`src/rtl/stream_pkg.sv`:
```
// Shared definitions for the 2*DW -> DW stream splitter: output FSM encoding and default beat width.
package stream_pkg;

   localparam int DW_DEFAULT = 32;

   typedef enum logic [1:0] {
      ST_EMPTY  = 2'd0,
      ST_FIRST  = 2'd1,
      ST_SECOND = 2'd2
   } split_state_e;

endpackage

```
`src/rtl/stream_split64_if.sv`:
```
// Handshake bundle for stream_split64: 2*DW upstream word channel and DW downstream beat channel.
interface stream_split64_if
   import stream_pkg::*;
#(
   parameter int DW = DW_DEFAULT
) ();

   logic            s_valid;
   logic            s_ready;
   logic [2*DW-1:0] s_data;
   logic            m_valid;
   logic            m_ready;
   logic [DW-1:0]   m_data;
   logic            m_last;

   modport slave (
      input  s_valid, s_data, m_ready,
      output s_ready, m_valid, m_data, m_last
   );

   modport master (
      output s_valid, s_data, m_ready,
      input  s_ready, m_valid, m_data, m_last
   );

endinterface

```
`src/rtl/split_buf.sv`:
```
// One-entry word buffer; in_ready is a flop equal to "not full" so upstream never sees downstream timing.
module split_buf
   import stream_pkg::*;
#(
   parameter int W = 2 * DW_DEFAULT
) (
   input  logic         clk,
   input  logic         rst,
   input  logic         in_valid,
   output logic         in_ready,
   input  logic [W-1:0] in_data,
   output logic         out_valid,
   input  logic         out_ready,
   output logic [W-1:0] out_data
);

   logic         full_r;
   logic         ready_r;
   logic [W-1:0] data_r;
   logic         push_s;
   logic         pop_s;
   logic         full_next_s;

   // Occupancy update: a push only happens when empty, a pop only when full.
   always_comb begin
      push_s = in_valid && ready_r;
      pop_s  = out_ready && full_r;
      if (push_s) begin
         full_next_s = 1'b1;
      end else if (pop_s) begin
         full_next_s = 1'b0;
      end else begin
         full_next_s = full_r;
      end
   end

   // Storage and registered ready; ready stays low through reset and rises one edge later.
   always_ff @(posedge clk or posedge rst) begin
      if (rst) begin
         full_r  <= 1'b0;
         ready_r <= 1'b0;
         data_r  <= '0;
      end else begin
         full_r  <= full_next_s;
         ready_r <= !full_next_s;
         if (push_s) begin
            data_r <= in_data;
         end
      end
   end

   assign in_ready  = ready_r;
   assign out_valid = full_r;
   assign out_data  = data_r;

endmodule

```
`src/rtl/stream_split64.sv`:
```
// Splits each 2*DW word into two DW beats (m_last on the second); STREAM_SPLIT_MSW_FIRST_EN sends the high half first.
module stream_split64
   import stream_pkg::*;
#(
   parameter int DW = DW_DEFAULT
) (
   input logic             clk,
   input logic             rst,
   stream_split64_if.slave bus
);

`ifdef STREAM_SPLIT_MSW_FIRST_EN
   localparam bit MSW_FIRST = 1'b1;
`else
   localparam bit MSW_FIRST = 1'b0;
`endif

   split_state_e    state_r;
   split_state_e    state_next_s;
   logic [DW-1:0]   half_r;
   logic [DW-1:0]   half_next_s;
   logic [DW-1:0]   m_data_r;
   logic [DW-1:0]   m_data_next_s;
   logic            m_valid_r;
   logic            m_last_r;
   logic            buf_valid_s;
   logic            buf_ready_s;
   logic            buf_in_valid_s;
   logic [2*DW-1:0] buf_data_s;
   logic [2*DW-1:0] src_s;
   logic [DW-1:0]   first_s;
   logic [DW-1:0]   second_s;
   logic            core_load_s;
   logic            direct_s;
   logic            word_avail_s;

   // Word routing: the buffer always wins over a fresh input word so order is preserved.
   always_comb begin
      core_load_s    = (state_r == ST_EMPTY) || ((state_r == ST_SECOND) && bus.m_ready);
      direct_s       = core_load_s && !buf_valid_s;
      buf_in_valid_s = bus.s_valid && !direct_s;
      word_avail_s   = buf_valid_s || (bus.s_valid && buf_ready_s);
      src_s          = buf_valid_s ? buf_data_s : bus.s_data;
      first_s        = MSW_FIRST ? src_s[2*DW-1:DW] : src_s[DW-1:0];
      second_s       = MSW_FIRST ? src_s[DW-1:0]    : src_s[2*DW-1:DW];
   end

   split_buf #(.W(2 * DW)) u_buf (
      .clk       (clk),
      .rst       (rst),
      .in_valid  (buf_in_valid_s),
      .in_ready  (buf_ready_s),
      .in_data   (bus.s_data),
      .out_valid (buf_valid_s),
      .out_ready (core_load_s),
      .out_data  (buf_data_s)
   );

   // Output FSM next state; the pending second half is parked in half_r.
   always_comb begin
      state_next_s  = state_r;
      half_next_s   = half_r;
      m_data_next_s = m_data_r;
      case (state_r)
         ST_EMPTY: begin
            if (word_avail_s) begin
               state_next_s  = ST_FIRST;
               m_data_next_s = first_s;
               half_next_s   = second_s;
            end else begin
               state_next_s = ST_EMPTY;
            end
         end
         ST_FIRST: begin
            if (bus.m_ready) begin
               state_next_s  = ST_SECOND;
               m_data_next_s = half_r;
            end else begin
               state_next_s = ST_FIRST;
            end
         end
         ST_SECOND: begin
            if (bus.m_ready) begin
               if (word_avail_s) begin
                  state_next_s  = ST_FIRST;
                  m_data_next_s = first_s;
                  half_next_s   = second_s;
               end else begin
                  state_next_s = ST_EMPTY;
               end
            end else begin
               state_next_s = ST_SECOND;
            end
         end
         default: begin
            state_next_s = ST_EMPTY;
         end
      endcase
   end

   // State and registered beat outputs.
   always_ff @(posedge clk or posedge rst) begin
      if (rst) begin
         state_r   <= ST_EMPTY;
         half_r    <= '0;
         m_data_r  <= '0;
         m_valid_r <= 1'b0;
         m_last_r  <= 1'b0;
      end else begin
         state_r   <= state_next_s;
         half_r    <= half_next_s;
         m_data_r  <= m_data_next_s;
         m_valid_r <= (state_next_s != ST_EMPTY);
         m_last_r  <= (state_next_s == ST_SECOND);
      end
   end

   assign bus.s_ready = buf_ready_s;
   assign bus.m_valid = m_valid_r;
   assign bus.m_data  = m_data_r;
   assign bus.m_last  = m_last_r;

endmodule

```
`src/flat_wrapper.sv`:
```
// flat-port wrapper written by rule: the top's interface ports become plain ports
module stream_split64_flat import stream_pkg::*;
#(
   parameter int DW = DW_DEFAULT
)
  (clk, rst, bus_s_valid, bus_s_data, bus_m_ready, bus_s_ready, bus_m_valid, bus_m_data, bus_m_last);
  stream_split64_if #(.DW(DW)) bus_i ();
  input logic clk;
  input logic rst;
  input wire logic [$bits(bus_i.s_valid)-1:0] bus_s_valid;
  input wire logic [$bits(bus_i.s_data)-1:0] bus_s_data;
  input wire logic [$bits(bus_i.m_ready)-1:0] bus_m_ready;
  output wire logic [$bits(bus_i.s_ready)-1:0] bus_s_ready;
  output wire logic [$bits(bus_i.m_valid)-1:0] bus_m_valid;
  output wire logic [$bits(bus_i.m_data)-1:0] bus_m_data;
  output wire logic [$bits(bus_i.m_last)-1:0] bus_m_last;
  assign bus_i.s_valid = bus_s_valid;
  assign bus_i.s_data = bus_s_data;
  assign bus_i.m_ready = bus_m_ready;
  assign bus_s_ready = bus_i.s_ready;
  assign bus_m_valid = bus_i.m_valid;
  assign bus_m_data = bus_i.m_data;
  assign bus_m_last = bus_i.m_last;
  stream_split64 #(.DW(DW)) u_core (.clk(clk), .rst(rst), .bus(bus_i));
endmodule
```
`config.mk`:
```
export PLATFORM = sky130hd
export DESIGN_NAME = stream_split64_flat
export DESIGN_NICKNAME = d
export VERILOG_FILES = /design/src/rtl/stream_pkg.sv /design/src/rtl/stream_split64_if.sv /design/src/rtl/split_buf.sv /design/src/rtl/stream_split64.sv /design/src/flat_wrapper.sv
export SDC_FILE = /design/constraint.sdc
export NUM_CORES = 1
export LEC_CHECK = 0
export ABC_AREA = 1
export BUFFER_PORTS_ARGS = -buffer_cell sky130_fd_sc_hd__buf_2
export CAP_MARGIN = 40
export CORE_MARGIN = 2
export CORE_UTILIZATION = 57
export CTS_CLUSTER_DIAMETER = 40
export DETAILED_ROUTE_END_ITERATION = 10
export PLACE_DENSITY = 0.88
export SLEW_MARGIN = 10
export SYNTH_ARGS = -nofsm -noshare
export SYNTH_HDL_FRONTEND = slang
export SYNTH_SLANG_ARGS = --single-unit
```
`constraint.sdc`:
```
create_clock -name clk -period 5 [get_ports clk]
set_input_delay 1 -clock clk [delete_from_list [all_inputs] [get_ports clk]]
set_output_delay 1 -clock clk [all_outputs]
set_load 0.01 [all_outputs]
```
After elaboration in Yosys (flattened, before gate mapping)
Index checks and enable logic that the tools add are counted.
{"block": "word_totals", "wordCells": 44, "regBits": 134, "output_inout_bits": 35, "input_bits": 68}
{"block": "op_classes", "muxes": 14, "n_eq_ne": 5, "reduce_logical": 17}
{"operator": "2-to-1 mux 32 bit", "count": 5}
{"operator": "case mux 32 bit (3 select lines)", "count": 1}
{"operator": "2-to-1 mux 64 bit", "count": 1}
{"operator": "case mux 32 bit (2 select lines)", "count": 1}
{"operator": "logical AND 1 bit", "count": 6}
{"operator": "case mux 2 bit (3 select lines)", "count": 1}
{"operator": "equality test 2 bit (second input constant)", "count": 2}
{"operator": "2-to-1 mux 2 bit", "count": 2}
{"operator": "inequality test 2 bit (second input constant)", "count": 2}
{"operator": "nonzero test 2 bit", "count": 2}
{"operator": "logical NOT 1 bit", "count": 3}
{"operator": "2-to-1 mux 1 bit", "count": 3}
{"operator": "AND reduction 3 bit", "count": 1}
{"operator": "nonzero test 3 bit", "count": 1}
{"operator": "equality test 2 x 1 -> 1 bit (second input constant)", "count": 1}
{"operator": "logical NOT 2 bit", "count": 1}
{"operator": "logical OR 1 bit", "count": 2}
{"operator": "AND reduction 2 bit", "count": 1}

Logic depth before layout (Yosys ltp)
Gate-level depths: netlist (run 1).
{"block": "logic_depth", "word_depth": 9, "ltp_mapped": 9, "depth_no_buf": 8}

Cells and area by module
Synthesis (run 1) repeated with hierarchy kept, for this count alone.
{"block": "hier_totals", "hier_cells": 860, "hier_area_um2": 6533.8}
{"module": "stream_split64", "area_per_inst_um2": 3933.8, "n_inst": 1, "cells_each": 574}
{"module": "split_buf", "area_per_inst_um2": 2600.0, "n_inst": 1, "cells_each": 286}

Worst setup path after synthesis (run 1)
Ideal clock, no wire load.
{"block": "synth_path", "kind": "input to register", "startpoint": "input port bus_m_ready", "endpoint": "register u_core.u_buf.data_r[52] (netlist: u_core.u_buf.out_data[52])", "stages": 8, "setup_time_ns": 0.126, "arrival_ns": 1.626, "path_buffers": 2, "required_time_ns": 4.874, "path_slack_ns": 3.248, "path_cell_list": "inv_1 nand2_2 nand3_4 nand2_4 buf_8 buf_6 nand2_1 o21ai_0"}
{"block": "synth_between", "elab_chain_cells": 6}
{"element": "start, declared", "line": "flat_wrapper.sv:12", "source": "input wire logic [$bits(bus_i.m_ready)-1:0] bus_m_ready;"}
{"element": "logical AND 1 bit", "line": "stream_split64.sv:39", "source": "core_load_s = (state_r == ST_EMPTY) || ((state_r == ST_SECOND) && bus.m_ready);"}
{"element": "logical OR 1 bit", "line": "stream_split64.sv:39"}
{"element": "logical AND 1 bit", "line": "stream_split64.sv:40", "source": "direct_s = core_load_s && !buf_valid_s;"}
{"element": "logical NOT 1 bit", "line": "stream_split64.sv:41", "source": "buf_in_valid_s = bus.s_valid && !direct_s;"}
{"element": "logical AND 1 bit", "line": "stream_split64.sv:41"}
{"element": "logical AND 1 bit", "line": "split_buf.sv:26", "source": "push_s = in_valid && ready_r;"}
{"element": "end signal, assigned", "line": "split_buf.sv:47", "source": "data_r <= in_data;"}
{"element": "end, declared", "line": "split_buf.sv:19", "source": "logic [W-1:0] data_r;"}
Every way passes these cells.
A chain may end at the register's enable or synchronous reset.

Worst setup path after layout (run 1)
{"block": "layout_path", "startpoint": "input port bus_s_valid", "endpoint": "register u_core.u_buf.data_r[62] (netlist: u_core.u_buf.out_data[62])"}
{"block": "layout_between", "elab_chain_cells": 2}
{"element": "start, declared", "line": "flat_wrapper.sv:10", "source": "input wire logic [$bits(bus_i.s_valid)-1:0] bus_s_valid;"}
{"element": "logical AND 1 bit", "line": "stream_split64.sv:41"}
{"element": "logical AND 1 bit", "line": "split_buf.sv:26"}
Every way passes these cells.

==> impl_metrics.yaml, run 1 <==
run_status:
  status: "completed"
die:
  design.portCount: 103
  die_area_sq_um: 12600
  num_rows: 39
  fp.dieW_um: 112
  die_y_um: 112
  start_util_pct: 58.3
  core_sq_um: 11400
power:
  leakagePower_nw: 4.40
  ir_worst_vdd_v: 0.000391
  p_sw_share_pct: 40.7
  power_density_nw_per_um2: 720
  intPower_mw: 3.30
  power.switching_mw: 2.27
  combPwrFrac_pct: 39.8
  power.total_mw: 5.57
  power.share.sequential_pct: 34.5
  clkPwrFrac_pct: 25.7
sta:
  worst_pin_slew_ns: 0.906
  layout_min_cycle_time_ns: 2.30
  relSlewSlack_pct: 39.6
  finalSetupViolCount: 0
  hold_viol: 0
  fin_skew_ns: 0.00623
  hold_slack_ns: 0.476
  fin_ws_ns: 2.70
  rsz0062_at_grt: "no"
  final-max-slew-violation-count: 0
  setup_tns_ns: 0
  fin_crit_sh_pct: 46.0
  timing.fmax_ghz: 0.434
logic_synthesis:
  syn_inst: 852
  synth.top_cells.by_count: "nand2_1, dfrtp_1, inv_1"
  ys.flop_type: "dfrtp_1"
  synth.area.top_cells: "dfrtp_1, nand2_1, o21ai_2, inv_1, buf_6"
  ys_async_sr_fraction_pct: 100
  yosys_warnings: 0
  synth_top_area_share_pct: 50.4
  syn_area_per_cell_sq_um: 7.81
  synthMostInstantiatedCell: "nand2_1"
  synth_edf_count: 0
  ys_types: 20
  syn_area_sq_um: 6660
  yosysTopAreaCell: "dfrtp_1"
  ys_ff_latch: 134
  syn_nets: 920
  ys_seq_area_share_pct: 50.4
setup_path:
  crit_family: "simple AND/OR/NAND/NOR gates"
  r2r_cells: 6
  setup.worst_path.class: "input pin to register"
  worstPathCellList: "buf_2 > nand2_1 > inv_1 > nand2_4 > buf_4 > nand2_1 > o21ai_2"
  startpoint_type: "input pin"
  cp.arrival_ns: 2.65
  slowest_delay_ns: 0.54
  critical_path.slowest_cell: "nand2_4"
  critPathCaptureType: "register"
  crit_fanout: 63
  crit_top_cell: "nand2_1"
  worst-path-buf-inv: 3
  path_depth: 7
  cp.required_ns: 5.35
detailed_routing:
  vias_per_cell: 5.25
  wire_per_inst_um: 14.6
  drt-pass1-iter-count: 6
  drtIter0Drc: 582
  wl_um: 15900
  route.detailed.drc: 0
  vias: 5727
  ant_nets: 0
cells_and_area:
  nFillCells: 865
  final_nets: 1001
  areaGrowthSynthToFinish_pct: 16.1
  layout-drive-gt1-share_pct: 21.6
  fin_area_sq_um: 7730
  multi_input_area_sq_um: 2520
  regArea_sq_um: 3350
clocking:
  cts.clk_slew.worst_paths_ns: 0.06
  hold_buffers: 0
  cts.htree.levels: 4
  cts_tree: "done"
  ctsResizeCount: 0
  insertion_delay_ns: 0.42
  cts_setup_buffers: 0
  cts.sinks: 134
  cts_buffer_depth: 2
  numCtsBuffers: 17
  cts_root_buf: "clkbuf_16"
placed_design:
  dp_hpwl_um: 9790
  portBuffers: 102
  place.gp.congestion: 0.822
  placed_area_sq_um: 7050
  place_ws_ns: 2.33
global_routing:
  grt_use_total_pct: 27.0
  grt_pass1_wl_um: 27000
  grt_start_max_net_pins: 97
  antenna_found_initial: 1
  grt_overflow: 0
  grt_pass1_vias: 5707
run:
  cap_violations: 0
min_path:
  hold_path_class: "register to register"
  hold_depth: 2
==> cell type report <==
type	count	share of cell area (%)
antenna	1	0.0324
sequential	134	43.4
timing repair buffer	108	7.45
inverter	109	5.42
multi-input combinational	563	32.6
clock inverter	12	2.88
clock buffer	20	5.91
tap	143	2.32
==> power by group through the flow <==
stage                     combinational, mW  sequential [mW]  clock [mW]
after detailed placement               2.15             1.91           0
after global placement                 2.05             1.88           0
after global routing                   2.51             1.97        1.49
after floorplan                        1.77             1.90           0
after CTS                              2.20             1.91        1.44
final                                  2.21             1.92        1.43
==> flip-flops by register name, summed over array words and instances, names as in the netlist <==
| register | flops |
|---|---|
| u_core.u_buf.out_data | 64 |
| u_core.bus.m_data | 32 |
| u_core.half_r | 32 |
| u_core.state_r | 2 |
| u_core.bus.m_last | 1 |
| u_core.bus.m_valid | 1 |
| u_core.u_buf.in_ready | 1 |
| u_core.u_buf.out_valid | 1 |
==> layout by cell type (no fill, tap or decap), drive strengths merged <==
cell,count
nand2,426
dfrtp,134
inv,110
buf,108
o21ai,100
nand3,35
clkbuf,20
bufinv,6
clkinv,3
clkinvlp,2
diode,1
nor2,1
o211ai,1
==> worst paths after layout <==
kind / from / slack [ns] / to
max: bus_s_valid / 2.70 / u_core.u_buf.out_data[62]
min: u_core.bus.m_data[11] / 0.48 / u_core.bus.m_data[11]
max reg2reg: u_core.u_buf.out_valid / 2.71 / u_core.u_buf.out_data[62]
min reg2reg: u_core.bus.m_data[11] / 0.48 / u_core.bus.m_data[11]
max in group asynchronous: rst / 3.73 / u_core.u_buf.out_data[40]
min in group asynchronous: rst / 0.58 / u_core.bus.m_data[21]
==> worst reg2reg max path: cells and delay by family (launching register included) <==
family | cells | cell delay [ns]
buffers and inverters | 2 | 0.86
AND/OR/NAND/NOR | 3 | 0.84
AO/OA/AOI/OAI | 1 | 0.08
flip-flops | 1 | 0.43
==> logic make-up (layout without fill, tap and decap cells) <==
kind of cell | count (synthesis) | count (layout) | synth area share, %
simple gates | 462 | 462 | 27.4
other cells | 0 | 1 | 0
flops | 134 | 134 | 50.4
compound gates | 101 | 101 | 10.5
buf+inv | 155 | 249 | 11.8
==> per-layer routing <==
metal	up-vias	global-route usage [%]	routed length (um)	share of wire (%)
met1	2683	35.8	6580	41
li1	2749	-	-	-
met2	243	41.1	7540	47
met4	0	14.4	594	3.7
met5	-	0	0	0
met3	52	7.13	1220	7.6
==> per-stage QoR <==
| stage | std cells | utilization, % |
|---|---|---|
| final | 1090 | 67.7 |
| after global routing | 1090 | 67.7 |
| after floorplan | 852 | - |
| after CTS | 1089 | 67.7 |
| after global placement | 1056 | 61.5 |
| after detailed placement | 1057 | 61.7 |
No activity file was read; power rests on OpenSTA's default activity.
==> inputs of run 2 (changes only) <==
--- a/config.mk
+++ b/config.mk
@@ -9,10 +9,10 @@
 export BUFFER_PORTS_ARGS = -buffer_cell sky130_fd_sc_hd__buf_2
 export CAP_MARGIN = 40
 export CORE_MARGIN = 2
-export CORE_UTILIZATION = 57
+export CORE_UTILIZATION = 52
 export CTS_CLUSTER_DIAMETER = 40
 export DETAILED_ROUTE_END_ITERATION = 10
-export PLACE_DENSITY = 0.88
+export PLACE_DENSITY = 0.85
 export SLEW_MARGIN = 10
 export SYNTH_ARGS = -nofsm -noshare
 export SYNTH_HDL_FRONTEND = slang
==> constraint.sdc (replaced) <==
create_clock -name clk -period 1.9 [get_ports clk]
set_input_delay 0.38 -clock clk [delete_from_list [all_inputs] [get_ports clk]]
set_output_delay 0.38 -clock clk [all_outputs]
set_load 0.01 [all_outputs]
==> run 2 against run 1 <==
Effect of this change:
- routed wire length shrank 6.7%
- utilization down 5.5 points
- count of clock-buffer cells in the layout is 3 lower
- critical path depth is 2 lower
- sequential power increased to 2.6 times the previous value
- clock power is 140% higher
- worst setup slack got worse by 2.5 ns
- non-clock buffer count up 7
- sequential share of layout area shrank 0.51 points
- sequential cell count stayed put
- final area up 1.2%
- via count shrank 4.2%
- critical endpoint is now u_core.bus.m_data[28]
- highest routed layer unchanged
==> impl_metrics.yaml, run 2 (synthesis gave the netlist of run 1 again) <==
detailed_routing:
  vias: 5486
  drtIter0Drc: 359
  ant_nets: 0
  wire_per_inst_um: 13.2
  route.detailed.drc: 0
  wl_um: 14900
  vias_per_cell: 4.87
  drt-pass1-iter-count: 5
die:
  start_util_pct: 53.0
  core_sq_um: 12600
  design.portCount: 103
  die_area_sq_um: 13700
  num_rows: 41
  die_y_um: 117
  fp.dieW_um: 117
clocking:
  cts.htree.levels: 4
  cts.sinks: 134
  cts_buffer_depth: 2
  numCtsBuffers: 17
  insertion_delay_ns: 0.42
  cts_root_buf: "clkbuf_16"
  cts_setup_buffers: 0
  cts_tree: "done"
  cts.clk_slew.worst_paths_ns: 0.06
sta:
  setup_tns_ns: 0
  timing.fmax_ghz: 0.604
  layout_min_cycle_time_ns: 1.66
  fin_skew_ns: 0.00677
  rsz0062_at_grt: "no"
  worst_pin_slew_ns: 0.785
  hold_viol: 0
  fin_crit_sh_pct: 87.1
  final-max-slew-violation-count: 0
  finalSetupViolCount: 0
  relSlewSlack_pct: 47.6
setup_path:
  startpoint_type: "register"
  crit_fanout: 32
  cp.arrival_ns: 2.01
  worstPathCellList: "o21ai_1 > nand2_1 > nor2_4 > nand2_1 > nand2_1"
  worst-path-buf-inv: 0
  critPathCaptureType: "register"
  rrSetupSlack_ns: 0.24
  crit_top_cell: "nand2_1"
  critical_path.slowest_cell: "nor2_4"
  cp.required_ns: 2.26
  r2r_cells: 5
  slowest_delay_ns: 0.62
  setup.worst_path.class: "register to register"
  regToRegEndpoint: "u_core.bus.m_data[28]"
  r2r-start: "u_core.state_r[0]"
  crit_family: "simple AND/OR/NAND/NOR gates"
global_routing:
  grt_pass1_wl_um: 24200
  grt_pass1_vias: 5103
  grt_overflow: 0
  grt_start_max_net_pins: 97
  antenna_found_initial: 0
  grt_use_total_pct: 23.0
min_path:
  hold_path_class: "input pin to register"
  hp-start: "bus_m_ready"
  hold_end: "u_core.bus.m_valid"
  hold_depth: 2
run:
  cap_violations: 0
power:
  leakagePower_nw: 4.42
  power_density_nw_per_um2: 1840
  ir_worst_vdd_v: 0.00107
cells_and_area:
  largest_reg_flops: 64
  fin_area_sq_um: 7820
  most-common-layout-cells: "nand2_1, dfrtp_1, inv_1, buf_2, o21ai_2"
  final_nets: 1008
  areaGrowthSynthToFinish_pct: 17.5
  fin_cells: 1126
  layout-drive-gt1-share_pct: 22.1
  final_common_cell: "nand2_1"
placed_design:
  dp_cells: 1092
  dp_hpwl_um: 9580
  portBuffers: 102
  place.gp.congestion: 0.795
  placed_area_sq_um: 7180
run_status:
  status: "completed"
==> run 2: per-stage QoR <==
step           util [%]  power [mW]  setup slack, ns  hold slack [ns]
3_3_place_gp       57.1        10.6            0.320            0.314
3_5_place_dp       57.1        10.8            0.244            0.313
2_1_floorplan         -        9.65           -0.145            0.449
5_1_grt            62.2        15.5           0.0633            0.212
4_1_cts            62.2        14.4            0.254            0.199
6_report           62.2        14.4            0.244            0.211
==> run 2: layout make-up <==
| class | instances | area (sq um) |
|---|---|---|
| Clock buffer | 17 | 425 |
| Inverter | 109 | 418 |
| Multi-Input combinational cell | 563 | 2520 |
| Tap cell | 172 | 215 |
| Sequential cell | 134 | 3350 |
| Fill cell | 1019 | 4750 |
| Timing Repair Buffer | 115 | 686 |
| Clock inverter | 15 | 201 |
| Antenna cell | 1 | 2.50 |
==> run 2: what timing repair did <==
item | in CTS | in global routing
endpoints found under the hold margin | 5 | 0
gates resized for setup | 0 | 0
hold buffers | 1 | 0
==> run 2: report_power, final <==
group / switching, mW / internal [mW] / total (mW)
Sequential: 0.787 / 4.24 / 5.03
Clock: 1.25 / 2.20 / 3.45
Combinational: 3.83 / 2.08 / 5.91
==> run 2: how the worst max path moves through the flow <==
| stage | from | end | depth (start not counted) |
|---|---|---|---|
| 6_report | u_core.state_r[0] | u_core.bus.m_data[28] | 5 |
| 3_3_place_gp | bus_m_ready | u_core.bus.m_data[26] | 7 |
| 3_5_place_dp | bus_m_ready | u_core.bus.m_data[5] | 7 |
| 2_1_floorplan | rst | u_core.bus.m_data[0] | 1 |
| 4_1_cts | u_core.state_r[0] | u_core.bus.m_data[28] | 5 |
| 5_1_grt | u_core.state_r[0] | u_core.bus.m_data[28] | 5 |
==> run 2: per-layer routing <==
metal | GRT usage [%] | part of all wire, % | wire length [um]
met1 | 31.1 | 45 | 6730
met2 | 35.9 | 47 | 7010
met3 | 5.05 | 5.1 | 756
met4 | 10.2 | 2.5 | 367
met5 | 0 | 0 | 0
==> inputs of run 3 (changes only) <==
--- a/config.mk
+++ b/config.mk
@@ -8,7 +8,7 @@
 export ABC_AREA = 1
 export BUFFER_PORTS_ARGS = -buffer_cell sky130_fd_sc_hd__buf_2
 export CAP_MARGIN = 40
-export CORE_MARGIN = 2
+export CORE_MARGIN = 1.5
 export CORE_UTILIZATION = 52
 export CTS_CLUSTER_DIAMETER = 40
 export DETAILED_ROUTE_END_ITERATION = 10
==> run 3 against run 2 <==
Effect of this change:
- clock power grew 2%
- sequential power is essentially flat
- sequential share of layout area grew 0.15 points
- global-route usage grew 1.1 points
- critical endpoint is now u_core.bus.m_data[22]
- largest cell class unchanged
==> impl_metrics.yaml, run 3 (synthesis gave the netlist of run 1 again) <==
clocking:
  cts.clk_slew.worst_paths_ns: 0.06
  cts.htree.levels: 4
  ctsResizeCount: 0
  insertion_delay_ns: 0.42
  cts.sinks: 134
  numCtsBuffers: 17
  cts_root_buf: "clkbuf_16"
  cts_setup_buffers: 0
  cts_tree: "done"
  cts_buffer_depth: 2
setup_path:
  crit_fanout: 32
  cp.required_ns: 2.26
  crit_top_cell: "nand2_1"
  slowest_delay_ns: 0.48
  critical_path.slowest_cell: "inv_2"
  critPathCaptureType: "register"
  rrSetupSlack_ns: 0.16
  crit_family: "simple AND/OR/NAND/NOR gates"
  setup.worst_path.class: "register to register"
  cp.arrival_ns: 2.09
  worstPathCellList: "inv_2 > nand2_2 > inv_2 > nand2_1 > nand2_1 > nand2_1 > nand2_1"
  startpoint_type: "register"
  worst-path-buf-inv: 2
cells_and_area:
  most-common-layout-cells: "nand2_1, dfrtp_1, inv_1, buf_2, o21ai_2"
  largest_reg_flops: 64
  final_common_cell: "nand2_1"
  nFillCells: 1044
  final_nets: 1004
  layout-drive-gt1-share_pct: 21.8
  areaGrowthSynthToFinish_pct: 17.1
  fin_cells: 1122
  postLayoutCoreUtil_pct: 62.0
placed_design:
  dp_cells: 1088
  place.gp.congestion: 0.817
  dp_hpwl_um: 9350
  portBuffers: 102
min_path:
  hold_path_class: "input pin to register"
die:
  die_area_sq_um: 13500
  die_y_um: 116
  start_util_pct: 53.0
  fp.dieW_um: 116
  design.portCount: 103
  num_rows: 41
  core_sq_um: 12600
detailed_routing:
  wire_per_inst_um: 13.5
  wl_um: 15100
  ant_nets: 0
  vias_per_cell: 4.90
  drt-pass1-iter-count: 5
  vias: 5493
  drtIter0Drc: 461
  route.detailed.drc: 0
power:
  intPower_mw: 8.54
  ir_worst_vdd_v: 0.000888
  power.switching_mw: 5.84
  power.share.sequential_pct: 34.8
  leakagePower_nw: 4.40
  power_density_nw_per_um2: 1850
  p_sw_share_pct: 40.6
  combPwrFrac_pct: 40.6
  power.total_mw: 14.4
  clkPwrFrac_pct: 24.6
sta:
  fin_crit_sh_pct: 91.3
  layout_min_cycle_time_ns: 1.74
  worst_pin_slew_ns: 0.744
  finalSetupViolCount: 0
  fin_skew_ns: 0.00782
  relSlewSlack_pct: 50.3
  hold_viol: 0
  rsz0062_at_grt: "no"
  timing.fmax_ghz: 0.576
  final-max-slew-violation-count: 0
global_routing:
  grt_pass1_vias: 5144
  antenna_found_initial: 0
  grt_overflow: 0
  grt_pass1_wl_um: 25000
  grt_use_total_pct: 24.1
  grt_start_max_net_pins: 97
run_status:
  status: "completed"
run:
  cap_violations: 0
==> run 3: final cells by class <==
type	count	area, sq um	share of cell area [%]
tap	172	215	2.76
multi-input combinational	563	2520	32.3
clock buffer	20	467	5.99
clock inverter	12	175	2.25
timing repair buffer	111	643	8.25
antenna	1	2.50	0.0321
inverter	109	418	5.36
sequential	134	3350	43.0
==> run 3: per-stage QoR <==
stage | setup TNS, ns | instance area [sq um] | setup WS (ns) | hold WS, ns
6_report | 0 | 7790 | 0.165 | 0.210
5_1_grt | 0 | 7790 | 0.0227 | 0.192
4_1_cts | 0 | 7790 | 0.204 | 0.191
3_5_place_dp | 0 | 7140 | 0.247 | 0.339
3_3_place_gp | 0 | 7140 | 0.275 | 0.338
2_1_floorplan | -19.45 | 6660 | -0.145 | 0.449
==> run 3: routing by layer <==
layer | GRT usage, % | part of all wire [%] | up-vias
met5 | 0 | 0 | -
met2 | 36.5 | 47 | 161
met1 | 34.0 | 46 | 2553
met3 | 4.72 | 4.4 | 37
met4 | 10.8 | 2.5 | 0
li1 | - | - | 2742
==> run 3: power by group through the flow <==
stage / Combinational [mW] / Sequential (mW) / Clock, mW
finish: 5.84 / 5.01 / 3.53
global route: 6.65 / 5.15 / 3.68
CTS: 5.86 / 4.99 / 3.56
detailed placement: 5.74 / 5.00 / 0
global placement: 5.54 / 4.95 / 0
floorplan: 4.65 / 5.01 / 0
==> run 3: path summary, 6_finish.rpt <==
path	cells past startpoint	end	start
max	7	u_core.bus.m_data[22]	u_core.state_r[1]
min	2	u_core.state_r[0]	bus_m_ready
max reg2reg	7	u_core.bus.m_data[22]	u_core.state_r[1]
min reg2reg	2	u_core.bus.m_data[11]	u_core.bus.m_data[11]
max in group asynchronous	4	u_core.u_buf.out_valid	rst
min in group asynchronous	3	u_core.u_buf.out_data[59]	rst
==> run 3: timing repair <==
item                                   4_1_cts  5_1_grt
endpoints found under the hold margin        7        0
hold buffers                                 1        0
setup endpoints to repair                    0        0
==> run 3: worst reg2reg max path, stage by stage (launching register included) <==
cell and delay, ns:
dfrtp_1 0.43, inv_2 0.07, nand2_2 0.18, inv_2 0.48
nand2_1 0.23, nand2_1 0.14, nand2_1 0.06, nand2_1 0.08
